===== config.mk =====
export PLATFORM = sky130hd
export DESIGN_NAME = laser_link_scheduler_flat
export DESIGN_NICKNAME = d
export VERILOG_FILES = /design/src/rtl/laser_link_scheduler_if.sv /design/src/rtl/laser_link_scheduler.sv /design/src/flat_wrapper.sv
export SDC_FILE = /design/constraint.sdc
export NUM_CORES = 1
export LEC_CHECK = 0
export CORE_ASPECT_RATIO = 0.7
export CORE_MARGIN = 5
export CORE_UTILIZATION = 55
export DETAILED_ROUTE_END_ITERATION = 6
export PLACE_DENSITY_LB_ADDON = 0.12
export SLEW_MARGIN = 20
export SYNTH_ARGS = -nofsm -noshare
export SYNTH_HDL_FRONTEND = slang
export SYNTH_SLANG_ARGS = --single-unit

===== constraint.sdc =====
create_clock -name clk -period 2.8 [get_ports clk]
set_input_delay 0.56 -clock clk [delete_from_list [all_inputs] [get_ports clk]]
set_output_delay 0.56 -clock clk [all_outputs]
set_load 0.02 [all_outputs]

===== src/rtl/laser_link_scheduler_if.sv =====
// rtl/laser_link_scheduler_if.sv - host, transmitter and receiver signal bundle for laser_link_scheduler
//
// Purpose: groups every non-clock signal of the scheduler into one bundle.
// Ports (slave = scheduler view):
//   host side : in_valid, in_data1, in_data2, in_last (in) / in_ready (out)
//   tx side   : tx_data1, tx_data2, tx_ready, tx_en (out) / tx_done (in)
//   rx side   : rx_valid, rx_data1, rx_data2 (in)
//   status    : pkt_sent, pkt_failed, busy (out)
// The master modport is the environment (host + laser front end).

interface laser_link_scheduler_if;
  logic       in_valid;
  logic [7:0] in_data1;
  logic [7:0] in_data2;
  logic       in_last;
  logic       in_ready;
  logic [7:0] tx_data1;
  logic [7:0] tx_data2;
  logic       tx_ready;
  logic       tx_done;
  logic       tx_en;
  logic       rx_valid;
  logic [7:0] rx_data1;
  logic [7:0] rx_data2;
  logic       pkt_sent;
  logic       pkt_failed;
  logic       busy;

  modport slave (
    input  in_valid, in_data1, in_data2, in_last, tx_done, rx_valid, rx_data1, rx_data2,
    output in_ready, tx_data1, tx_data2, tx_ready, tx_en, pkt_sent, pkt_failed, busy
  );

  modport master (
    output in_valid, in_data1, in_data2, in_last, tx_done, rx_valid, rx_data1, rx_data2,
    input  in_ready, tx_data1, tx_data2, tx_ready, tx_en, pkt_sent, pkt_failed, busy
  );
endinterface


===== src/rtl/laser_link_scheduler.sv =====
// rtl/laser_link_scheduler.sv - packet framer/sequencer with ack, retry and timeout for the dual-laser link
//
// Purpose: buffers host byte pairs into a packet, sends header / payload /
// XOR trailer one pair per transmitter handshake, then waits for an ack and
// retransmits on NACK or timeout up to MAX_RETRY times.
// Ports:
//   clk  : system clock, all state changes on posedge
//   rst  : asynchronous active-high reset
//   link : laser_link_scheduler_if.slave (host, tx, rx and status signals)

module laser_link_scheduler #(
  parameter int PKT_PAIRS = 16,
  parameter int TIMEOUT   = 4096,
  parameter int MAX_RETRY = 3,
  parameter int GAP       = 2
) (
  input logic                   clk,
  input logic                   rst,
  laser_link_scheduler_if.slave link
);

  localparam int AW = (PKT_PAIRS > 1) ? $clog2(PKT_PAIRS) : 1;
  localparam int TW = $clog2(TIMEOUT + 1);
  localparam int RW = (MAX_RETRY > 0) ? $clog2(MAX_RETRY + 1) : 1;
  localparam int GW = (GAP > 0) ? $clog2(GAP + 1) : 1;

  typedef enum logic [2:0] {IDLE, FILL, ISSUE, WAIT_TX, GAP_WAIT, WAIT_ACK} state_t;

  state_t        state, state_nx;
  logic [15:0]   buf_mem [0:(1<<AW)-1];
  logic [5:0]    n;
  logic [5:0]    idx;
  logic [2:0]    seq;
  logic [RW-1:0] retries;
  logic [TW-1:0] timer;
  logic [GW-1:0] gap_cnt;
  logic [7:0]    trl1, trl2;
  logic          sent_q, failed_q;

  logic          in_acc, fill_full, gap_done, is_ack, is_nack, tout, retry_ok;
  logic [AW-1:0] wr_addr, rd_addr;
  logic [7:0]    pair1, pair2;

  assign in_acc    = link.in_valid && (state == IDLE || state == FILL);
  // true when this acceptance brings the count up to PKT_PAIRS
  assign fill_full = (int'(n) + 1 >= PKT_PAIRS);
  assign gap_done  = (int'(gap_cnt) + 1 >= GAP);
  assign is_ack    = link.rx_valid && link.rx_data1 == 8'h5A && link.rx_data2 == {seq, 5'b0};
  assign is_nack   = link.rx_valid && link.rx_data1 == 8'hE1;
  assign tout      = (timer == TW'(TIMEOUT - 1));
  assign retry_ok  = (int'(retries) < MAX_RETRY);
  assign wr_addr   = (state == IDLE) ? '0 : n[AW-1:0];
  assign rd_addr   = AW'(idx - 6'd1);

  // state register
  always_ff @(posedge clk or posedge rst) begin
    if (rst) state <= IDLE;
    else     state <= state_nx;
  end

  // next-state logic
  always_comb begin
    state_nx = state;
    case (state)
      IDLE:     if (in_acc) state_nx = (link.in_last || PKT_PAIRS == 1) ? ISSUE : FILL;
      FILL:     if (in_acc && (link.in_last || fill_full)) state_nx = ISSUE;
      ISSUE:    state_nx = WAIT_TX;
      WAIT_TX:  if (link.tx_done) state_nx = GAP_WAIT;
      GAP_WAIT: if (gap_done) state_nx = (idx <= n) ? ISSUE : WAIT_ACK;
      // ACK is tested first so it wins over a coincident timeout
      WAIT_ACK: begin
        if (is_ack)                state_nx = IDLE;
        else if (is_nack || tout)  state_nx = retry_ok ? ISSUE : IDLE;
      end
      default:  state_nx = IDLE;
    endcase
  end

  // counters, trailer accumulator and result pulses
  always_ff @(posedge clk or posedge rst) begin
    if (rst) begin
      n        <= '0;
      idx      <= '0;
      seq      <= '0;
      retries  <= '0;
      timer    <= '0;
      gap_cnt  <= '0;
      trl1     <= '0;
      trl2     <= '0;
      sent_q   <= 1'b0;
      failed_q <= 1'b0;
    end else begin
      sent_q   <= 1'b0;
      failed_q <= 1'b0;
      case (state)
        IDLE: begin
          idx     <= '0;
          retries <= '0;
          if (in_acc) begin
            n    <= 6'd1;
            trl1 <= link.in_data1;
            trl2 <= link.in_data2;
          end
        end
        FILL: begin
          idx     <= '0;
          retries <= '0;
          if (in_acc) begin
            n    <= n + 6'd1;
            trl1 <= trl1 ^ link.in_data1;
            trl2 <= trl2 ^ link.in_data2;
          end
        end
        WAIT_TX: gap_cnt <= '0;
        GAP_WAIT: begin
          gap_cnt <= gap_cnt + 1'b1;
          if (gap_done) begin
            if (idx <= n) idx   <= idx + 6'd1;
            else          timer <= '0;
          end
        end
        WAIT_ACK: begin
          timer <= timer + 1'b1;
          if (is_ack) begin
            sent_q <= 1'b1;
            seq    <= seq + 3'd1;
          end else if (is_nack || tout) begin
            if (retry_ok) begin
              retries <= retries + 1'b1;
              idx     <= '0;
            end else begin
              failed_q <= 1'b1;
              seq      <= seq + 3'd1;
            end
          end
        end
        default: ;
      endcase
    end
  end

  // payload buffer; contents are meaningless until rewritten after reset
  always_ff @(posedge clk) begin
    if (in_acc) buf_mem[wr_addr] <= {link.in_data1, link.in_data2};
  end

  // pair selected by idx: header, payload slot idx-1, or trailer
  always_comb begin
    if (idx == 6'd0) begin
      pair1 = 8'hA5;
      pair2 = {seq, 5'(n - 6'd1)};
    end else if (idx <= n) begin
      {pair1, pair2} = buf_mem[rd_addr];
    end else begin
      pair1 = trl1;
      pair2 = trl2;
    end
  end

  // outputs
  always_comb begin
    link.in_ready   = 1'b0;
    link.tx_ready   = 1'b0;
    link.tx_en      = 1'b0;
    link.tx_data1   = 8'h00;
    link.tx_data2   = 8'h00;
    link.busy       = (state != IDLE);
    link.pkt_sent   = sent_q;
    link.pkt_failed = failed_q;
    case (state)
      IDLE, FILL: link.in_ready = !rst;
      ISSUE, WAIT_TX: begin
        link.tx_en    = 1'b1;
        link.tx_ready = (state == ISSUE);
        link.tx_data1 = pair1;
        link.tx_data2 = pair2;
      end
      GAP_WAIT, WAIT_ACK: link.tx_en = 1'b1;
      default: ;
    endcase
  end

endmodule


===== src/flat_wrapper.sv =====
// flat-port wrapper written by rule: the top's interface ports become plain ports
module laser_link_scheduler_flat 
#(
  parameter int PKT_PAIRS = 16,
  parameter int TIMEOUT   = 4096,
  parameter int MAX_RETRY = 3,
  parameter int GAP       = 2
)
  (clk, rst, link_in_valid, link_in_data1, link_in_data2, link_in_last, link_tx_done, link_rx_valid, link_rx_data1, link_rx_data2, link_in_ready, link_tx_data1, link_tx_data2, link_tx_ready, link_tx_en, link_pkt_sent, link_pkt_failed, link_busy);
  laser_link_scheduler_if link_i ();
  input logic clk;
  input logic rst;
  input wire logic [$bits(link_i.in_valid)-1:0] link_in_valid;
  input wire logic [$bits(link_i.in_data1)-1:0] link_in_data1;
  input wire logic [$bits(link_i.in_data2)-1:0] link_in_data2;
  input wire logic [$bits(link_i.in_last)-1:0] link_in_last;
  input wire logic [$bits(link_i.tx_done)-1:0] link_tx_done;
  input wire logic [$bits(link_i.rx_valid)-1:0] link_rx_valid;
  input wire logic [$bits(link_i.rx_data1)-1:0] link_rx_data1;
  input wire logic [$bits(link_i.rx_data2)-1:0] link_rx_data2;
  output wire logic [$bits(link_i.in_ready)-1:0] link_in_ready;
  output wire logic [$bits(link_i.tx_data1)-1:0] link_tx_data1;
  output wire logic [$bits(link_i.tx_data2)-1:0] link_tx_data2;
  output wire logic [$bits(link_i.tx_ready)-1:0] link_tx_ready;
  output wire logic [$bits(link_i.tx_en)-1:0] link_tx_en;
  output wire logic [$bits(link_i.pkt_sent)-1:0] link_pkt_sent;
  output wire logic [$bits(link_i.pkt_failed)-1:0] link_pkt_failed;
  output wire logic [$bits(link_i.busy)-1:0] link_busy;
  assign link_i.in_valid = link_in_valid;
  assign link_i.in_data1 = link_in_data1;
  assign link_i.in_data2 = link_in_data2;
  assign link_i.in_last = link_in_last;
  assign link_i.tx_done = link_tx_done;
  assign link_i.rx_valid = link_rx_valid;
  assign link_i.rx_data1 = link_rx_data1;
  assign link_i.rx_data2 = link_rx_data2;
  assign link_in_ready = link_i.in_ready;
  assign link_tx_data1 = link_i.tx_data1;
  assign link_tx_data2 = link_i.tx_data2;
  assign link_tx_ready = link_i.tx_ready;
  assign link_tx_en = link_i.tx_en;
  assign link_pkt_sent = link_i.pkt_sent;
  assign link_pkt_failed = link_i.pkt_failed;
  assign link_busy = link_i.busy;
  laser_link_scheduler #(.PKT_PAIRS(PKT_PAIRS), .TIMEOUT(TIMEOUT), .MAX_RETRY(MAX_RETRY), .GAP(GAP)) u_core (.clk(clk), .rst(rst), .link(link_i));
endmodule

==> results of run 1 <==
-- cell usage after synthesis (4+ instances only) --
cell,count,area share [%]
ha_1,14,1.3
nand3_1,14,0.52
clkbuf_1,15,0.42
or4_1,6,0.34
xnor2_1,7,0.46
mux2i_1,24,1.8
a211oi_2,4,0.37
nand2_1,57,1.6
buf_2,14,0.52
inv_1,15,0.42
mux4_1,13,2.5
a211oi_1,35,2.0
o21ai_0,23,0.86
o31ai_1,9,0.50
dfrtp_1,53,9.9
xor2_1,16,1.0
edfxtp_1,256,57
nor3_1,14,0.52
nand4_1,4,0.19
a21oi_1,30,1.1
mux4_2,51,8.5
nor2b_1,21,0.98
a22o_1,6,0.39
buf_4,8,0.45
nor2_1,36,1.0
-- cells in the final DEF, fill, tap and decap left out, drive strengths merged, types with 3 or more instances in the layout --
cell type      synthesis  routed
a211oi                39      39
a21oi                 30      30
a22o                   6       6
a31oi                  3       3
and2                   3       3
and3                   3       3
buf                   32     144
clkbuf                15      38
clkdlybuf4s50          0      42
clkinv                 2      14
clkinvlp               0       3
dfrtp                 53      53
edfxtp               256     256
ha                    14      14
inv                   15      17
mux2                   5       5
mux2i                 24      24
mux4                  64      64
nand2                 57      57
nand2b                 4       4
nand3                 14      14
nand4                  5       5
nor2                  37      37
nor2b                 21      21
nor3                  15      15
nor3b                  3       3
nor4                   4       4
nor4b                  3       3
o21ai                 24      24
o31ai                  9       9
or2                    3       3
or3                    3       3
or4                    6       6
xnor2                  7       7
xor2                  18      18
-- per-layer routing --
metal	up-vias	routed length (um)	share of wire, %	GRT usage [%]
met5	-	0	0	0
met4	0	501	1.5	3.829
met3	43	2821	8.3	5.128
met2	408	16150	47	37.93
met1	4261	14710	43	37.33
li1	3580	-	-	-
-- critical path: stages, from the launching register on --
cell and delay (ps):
dfrtp_4 490, inv_6 50, ha_4 320, buf_6 150, buf_12 120, mux4_2 270, nor2b_1 140, a211oi_2 170
a211oi_2 60, a211oi_2 240, buf_4 170, a211oi_2 30, buf_4 170
-- cells by family after synthesis --
logic type / after synthesis
flip-flops: 309
AND/OR/NAND/NOR: 186
AO/OA/AOI/OAI: 128
multiplexers: 93
buffers and inverters: 64
XOR/XNOR: 25
adder cells (fa/ha/maj): 14
-- worst max path at each step --
| stage | from | to | depth (start not counted) |
|---|---|---|---|
| finish | u_core.idx[0] | link_tx_data2[4] | 12 |
| global route | u_core.idx[0] | link_tx_data2[4] | 12 |
| CTS | u_core.idx[0] | link_tx_data2[7] | 12 |
| detailed placement | u_core.idx[0] | link_tx_data2[4] | 11 |
| global placement | u_core.idx[0] | link_tx_data2[4] | 11 |
| floorplan | u_core.idx[0] | link_tx_data2[3] | 12 |
-- through the flow --
stage | hold WS (ps) | power, mW | setup slack, ps | instance area [um2]
2_1_floorplan | 450.5 | 8.653 | -53.03 | 13550
3_3_place_gp | 472.6 | 10.45 | -575.5 | 15360
3_5_place_dp | 507.9 | 10.57 | -592.9 | 15360
4_1_cts | 426.2 | 14.79 | -767.0 | 16700
5_1_grt | 463.3 | 15.75 | -785.6 | 16940
6_report | 430.8 | 15.11 | -686.2 | 16940
-- power by group through the flow --
| stage | registers (mW) | logic (mW) | clock network, mW |
|---|---|---|---|
| after global placement | 5.56 | 4.89 | 0 |
| after global routing | 5.54 | 6.30 | 3.91 |
| after CTS | 5.50 | 5.60 | 3.69 |
| final | 5.52 | 5.97 | 3.63 |
| after floorplan | 5.52 | 3.14 | 0 |
| after detailed placement | 5.58 | 4.99 | 0 |
-- state kept, by name, summed over array words and instances (netlist names) --
register / flops
u_core.buf_mem: 256
u_core.gap_cnt: 2
u_core.idx: 6
u_core.link.pkt_failed: 1
u_core.link.pkt_sent: 1
u_core.n: 6
u_core.retries: 2
u_core.seq: 3
u_core.state: 3
u_core.timer: 13
u_core.trl1: 8
u_core.trl2: 8
-- cell type report --
type,count,area (um2)
Fill cell,1475,6882
Multi-Input combinational cell,446,4438
Inverter,17,76.32
Clock inverter,17,110.1
Sequential cell,309,9019
Tap cell,318,397.9
Clock buffer,37,765.7
Timing Repair Buffer,189,2128
-- repair_timing --
action	in CTS	in global routing
setup endpoints to repair	16	31
gates resized for setup	121	46
cloned	4	1
buffers inserted	21	10
pin swaps	30	29
hold buffers	0	0
==> impl_results.md, run 1 <==
* Post-Synth XOR/XNOR Area at 1.741%
* Library cells used by synthesis at 70
* Clock Path Buffers at 3
* Full die area at 27710 um2
* Critical Path AT at 2930 ps
* GPL Wtd Cong at 0.8297
* Mapped Area at 13440 um2
* Clk pwr share at 24.0%
* Htree depth at 1
* GR Util All Layers at 24.50%
* Maxcap violations at 0
* Worst R2R Path Depth at 9
* Row count at 47
* Internal power at 10.15 mW
* Switching share of power at 32.80%
* Async set or reset register ratio after synthesis at 17.15%
* Largest net degree at the start of global routing at 54
* Share of cells above drive strength 1 at 33.50%
* Gr ovfl total at 0
* Reg2reg start: u_core.n[4]
* Setup slack after layout at -686.2 ps
* Critical path required time at 2240 ps
* Post-synthesis simple-gate area fraction at 7.338%
* Fmax achieved at 0.2868 GHz
* Clock slew at reported path FFs at 70 ps
* Non-Filler Instances at 1333
* Antenna Nets Post-Route at 0
* RSZ-0062 raised after global routing: yes
* IO Pins at 60
* Dpl cells at 1245
* DR pass1 iterations at 6
* Final net count at 1044
* Syn_area_per_cell at 16.41 um2
* Final Skew at 10.08 ps
* Maximum vdd ir drop at 558.8 uV
* Global-route wire length before repair at 51450 um
* Crit Path Class: reg2out
* Relative slew slack at 56.69%
* Net Count, Synth at 871
* Synth Area in Compound Gates at 6.490%
* Largest family of logic cells by synthesized area: multiplexers
* Failing checks: negative setup slack
* Synth warnings at 0
* Class of the tightest hold or removal check: in2async
* Worst slew pin tran at 649.5 ps
* Flop-to-flop setup slack at 220 ps
* Gate Count Post-Synth at 819
* Run status: finished, violations left
* Combinational Power Share at 39.5%
* Later-pin clock latency in the skew report at 560 ps
* Die width at 196.8 um
* Number of buffers added on ports at 59
* Pwr dens at 892.2 nW/um2
* Clk sinks at 309
* Residual DRC at 0
* Crit share post-route at 124.5%
* Switching power at 4.956 mW
* Routed Wire Length at 34180 um
* Total number of vias at 8292
* Crit path time final at 3486 ps
* Total CTS buffers at 29
* Fin. Hold Viols at 0
* Synth Area in Adders at 1.304%
* RR Endpoint: u_core.timer[7]
* Setup Viol. Count Final at 16
* CP endpoint kind: output pin
* Sequential area share after synthesis at 67.08%
* Fin. max-slew vios at 0
* Final core utilization at 71.11%
* Ant diodes at 0
* Final setup TNS at -10190 ps
* Crit path max fanout at 5
* Vias in the first global route at 8271
* Antenna violations before repair at 0
* Dpl hpwl at 20390 um
* Sequential power share at 36.5%
* Leakage at 5.879 nW
* CTS tree: built
* Synth Flop Type: edfxtp_1
* DR iter-0 viols at 984
* Initial core utilization at 56.42%
* Area Growth Syn to Fin at 26.04%
* CTS Root Cell: clkbuf_16
* CP Launch Type: register
* Die height at 140.8 um
* Drt wl/cell at 25.64 um
* EDFF count, synth at 256
* Multiplexer share of the synthesized area at 13.33%
* Core box area at 23820 um2
* Yosys reg bits at 309
* Vias per cell at 6.221
Note: power is estimated with default switching activity, not from simulation.
==> inputs of run 2 (changes only) <==
--- a/config.mk
+++ b/config.mk
@@ -5,7 +5,6 @@
 export SDC_FILE = /design/constraint.sdc
 export NUM_CORES = 1
 export LEC_CHECK = 0
-export CORE_ASPECT_RATIO = 0.7
 export CORE_MARGIN = 5
 export CORE_UTILIZATION = 55
 export DETAILED_ROUTE_END_ITERATION = 6
==> run 2 against run 1 <==
Compared with the run above:
- the run still ends with negative setup slack left
- clock skew up 25 ps
- sequential power is essentially flat
- combinational power fell by 6.5%
- global-route usage down 1.1 points
- non-clock buffer count is 14 lower
- cell count fell by 0.38%
- critical path type unchanged
- critical endpoint is now link_tx_data2[1]
==> impl_results.md, run 2 (synthesized netlist as in run 1, its figures left out) <==
* Run status: finished, violations left
* Failing checks: negative setup slack
* Maxcap violations at 0
* Htree depth at 1
* Gr ovfl total at 0
* Commonest non-fill, non-tap cell in the layout: edfxtp_1
* Routed Wire Length at 32300 um
* CTS tree: built
* Clk pwr share at 26.4%
* Clock slew at reported path FFs at 70 ps
* Fin. Hold Viols at 0
* Crit Path Class: reg2out
* DP Worst Slack at -620.7 ps
* Dpl cell area at 15290 um2
* Initial core utilization at 55.58%
* CP max stage cell: dfrtp_4
* Post-route cell area at 16800 um2
* Final setup TNS at -9101 ps
* Total CTS buffers at 31
* Crit path max fanout at 7
* Fmax achieved at 0.2899 GHz
* Vias per cell at 6.095
* Full die area at 27660 um2
* Leakage at 5.820 nW
* Clock Path Buffers at 3
* Area Growth Syn to Fin at 25.01%
* Total number of vias at 8094
* Largest net degree at the start of global routing at 22
* Fin. max-slew vios at 0
* Drt wl/cell at 24.32 um
* Worst Path Buf+Inv at 5
* Crit share post-route at 123.2%
* CP dominant cell by count: a211oi_2
* Class of the tightest hold or removal check: in2async
* Sequential power share at 36.5%
* Number of flip-flops in the largest register at 256
* Footprint of the multi-input gates at 4369 um2
* Core box area at 24180 um2
* # hold bufs at CTS at 0
* Most frequent cells in the layout: 256 x edfxtp_1, 76 x buf_4, 57 x nand2_1
* Share of cells above drive strength 1 at 31.18%
* Largest stage delay, worst path at 530 ps
* CP endpoint kind: output pin
* Critical Path Stages at 11
* Setup Viol. Count Final at 16
* Switching power at 4.744 mW
* Top reg by flops: u_core.buf_mem
* Final core utilization at 69.48%
* Clk sinks at 309
* DR pass1 iterations at 5
* Die height at 166.3 um
* Internal power at 10.32 mW
* Largest regs: u_core.buf_mem: 256 flops, u_core.timer: 13 flops
* GR Util All Layers at 23.40%
* Residual DRC at 0
* Later-pin clock latency in the skew report at 560 ps
* DR iter-0 viols at 846
* Critical path required time at 2240 ps
* GPL Wtd Cong at 0.8541
* Worst path cell trace: inv_6 > ha_4 > buf_4 > buf_12 > buf_6 > mux4_2 > mux2i_2 > a211oi_2 > a211oi_2 > a211oi_2 > buf_4
* Maximum vdd ir drop at 563.2 uV
* CP Launch Type: register
* Worst R2R Path Depth at 11
* Row count at 57
* CP top delay family: buffers and inverters
* Final net count at 1032
* Hold slack at 354.0 ps
* Final Skew at 35.12 ps
* Global-route wire length before repair at 50400 um
* Dpl hpwl at 19710 um
* Antenna Nets Post-Route at 0
* IO Pins at 60
* Sequential Area at 9017 um2
* Worst slew pin tran at 614.6 ps
* RSZ-0062 raised after global routing: yes
* RR Endpoint: u_core.timer[11]
* Critical Path AT at 2890 ps
* Setup slack after layout at -649.2 ps
* Number of buffers added on ports at 59
* Antenna violations before repair at 0
* Ant diodes at 0
* Switching share of power at 31.49%
* Vias in the first global route at 8402
* Relative slew slack at 58.90%
* Flop-to-flop setup slack at 180 ps
* Pwr dens at 896.7 nW/um2
* Combinational Power Share at 37.1%
* Reg2reg start: u_core.idx[1]
* CTS Root Cell: clkbuf_16
* Crit path time final at 3449 ps
* Die width at 166.3 um
* Fill cells at 1539
-- run 2: what timing repair did --
item | in CTS | in global routing
setup endpoints to repair | 17 | 20
setup buffers | 21 | 3
pin swaps | 28 | 11
cloned | 3 | 0
gates resized for setup | 128 | 20
endpoints found under the hold margin | 0 | 0
-- run 2: worst max path at each step --
stage,from,endpoint,slack [ps]
floorplan,u_core.idx[0],link_tx_data2[3],-50
global placement,u_core.idx[1],link_tx_data2[7],-570
CTS,u_core.idx[0],link_tx_data2[7],-700
detailed placement,u_core.idx[1],link_tx_data2[7],-620
finish,u_core.idx[0],link_tx_data2[1],-650
global route,u_core.idx[0],link_tx_data2[7],-740
-- run 2: area by class of cell --
cell class,instances,share of cell area (%)
Clock inverter,8,0.5438
Multi-Input combinational cell,446,26.01
Clock buffer,49,5.259
Timing Repair Buffer,175,11.65
Inverter,17,0.4395
Sequential cell,309,53.68
Tap cell,324,2.413
-- run 2: power by group through the flow --
stage                     clock network (mW)  logic [mW]  registers [mW]
final                                   3.98        5.58            5.50
after global routing                    4.28        5.95            5.53
after floorplan                            0        3.14            5.52
after CTS                               4.06        5.43            5.49
after global placement                     0        4.74            5.55
after detailed placement                   0        4.84            5.58
-- run 2: metal layers --
metal | GRT usage [%] | up-vias | routed length [um]
li1 | - | 3550 | -
met2 | 40.54 | 323 | 16630
met4 | 4.482 | 0 | 485
met3 | 3.618 | 35 | 2229
met1 | 32.19 | 4186 | 12950
met5 | 0 | - | 0
-- run 2: metrics by stage --
stage / instances / total power [mW]
final: 1328 / 15.06
after global routing: 1328 / 15.75
after CTS: 1325 / 14.98
after detailed placement: 1245 / 10.41
after global placement: 1245 / 10.29
after floorplan: 819 / 8.653
-- run 2: worst reg2reg max path: cells and delay by family (launching register included) --
| family | cells | cell delay, ps |
|---|---|---|
| AO/OA/AOI/OAI | 4 | 700 |
| adder cells (fa/ha/maj) | 1 | 280 |
| buffers and inverters | 4 | 650 |
| flip-flops | 1 | 400 |
| AND/OR/NAND/NOR | 2 | 490 |
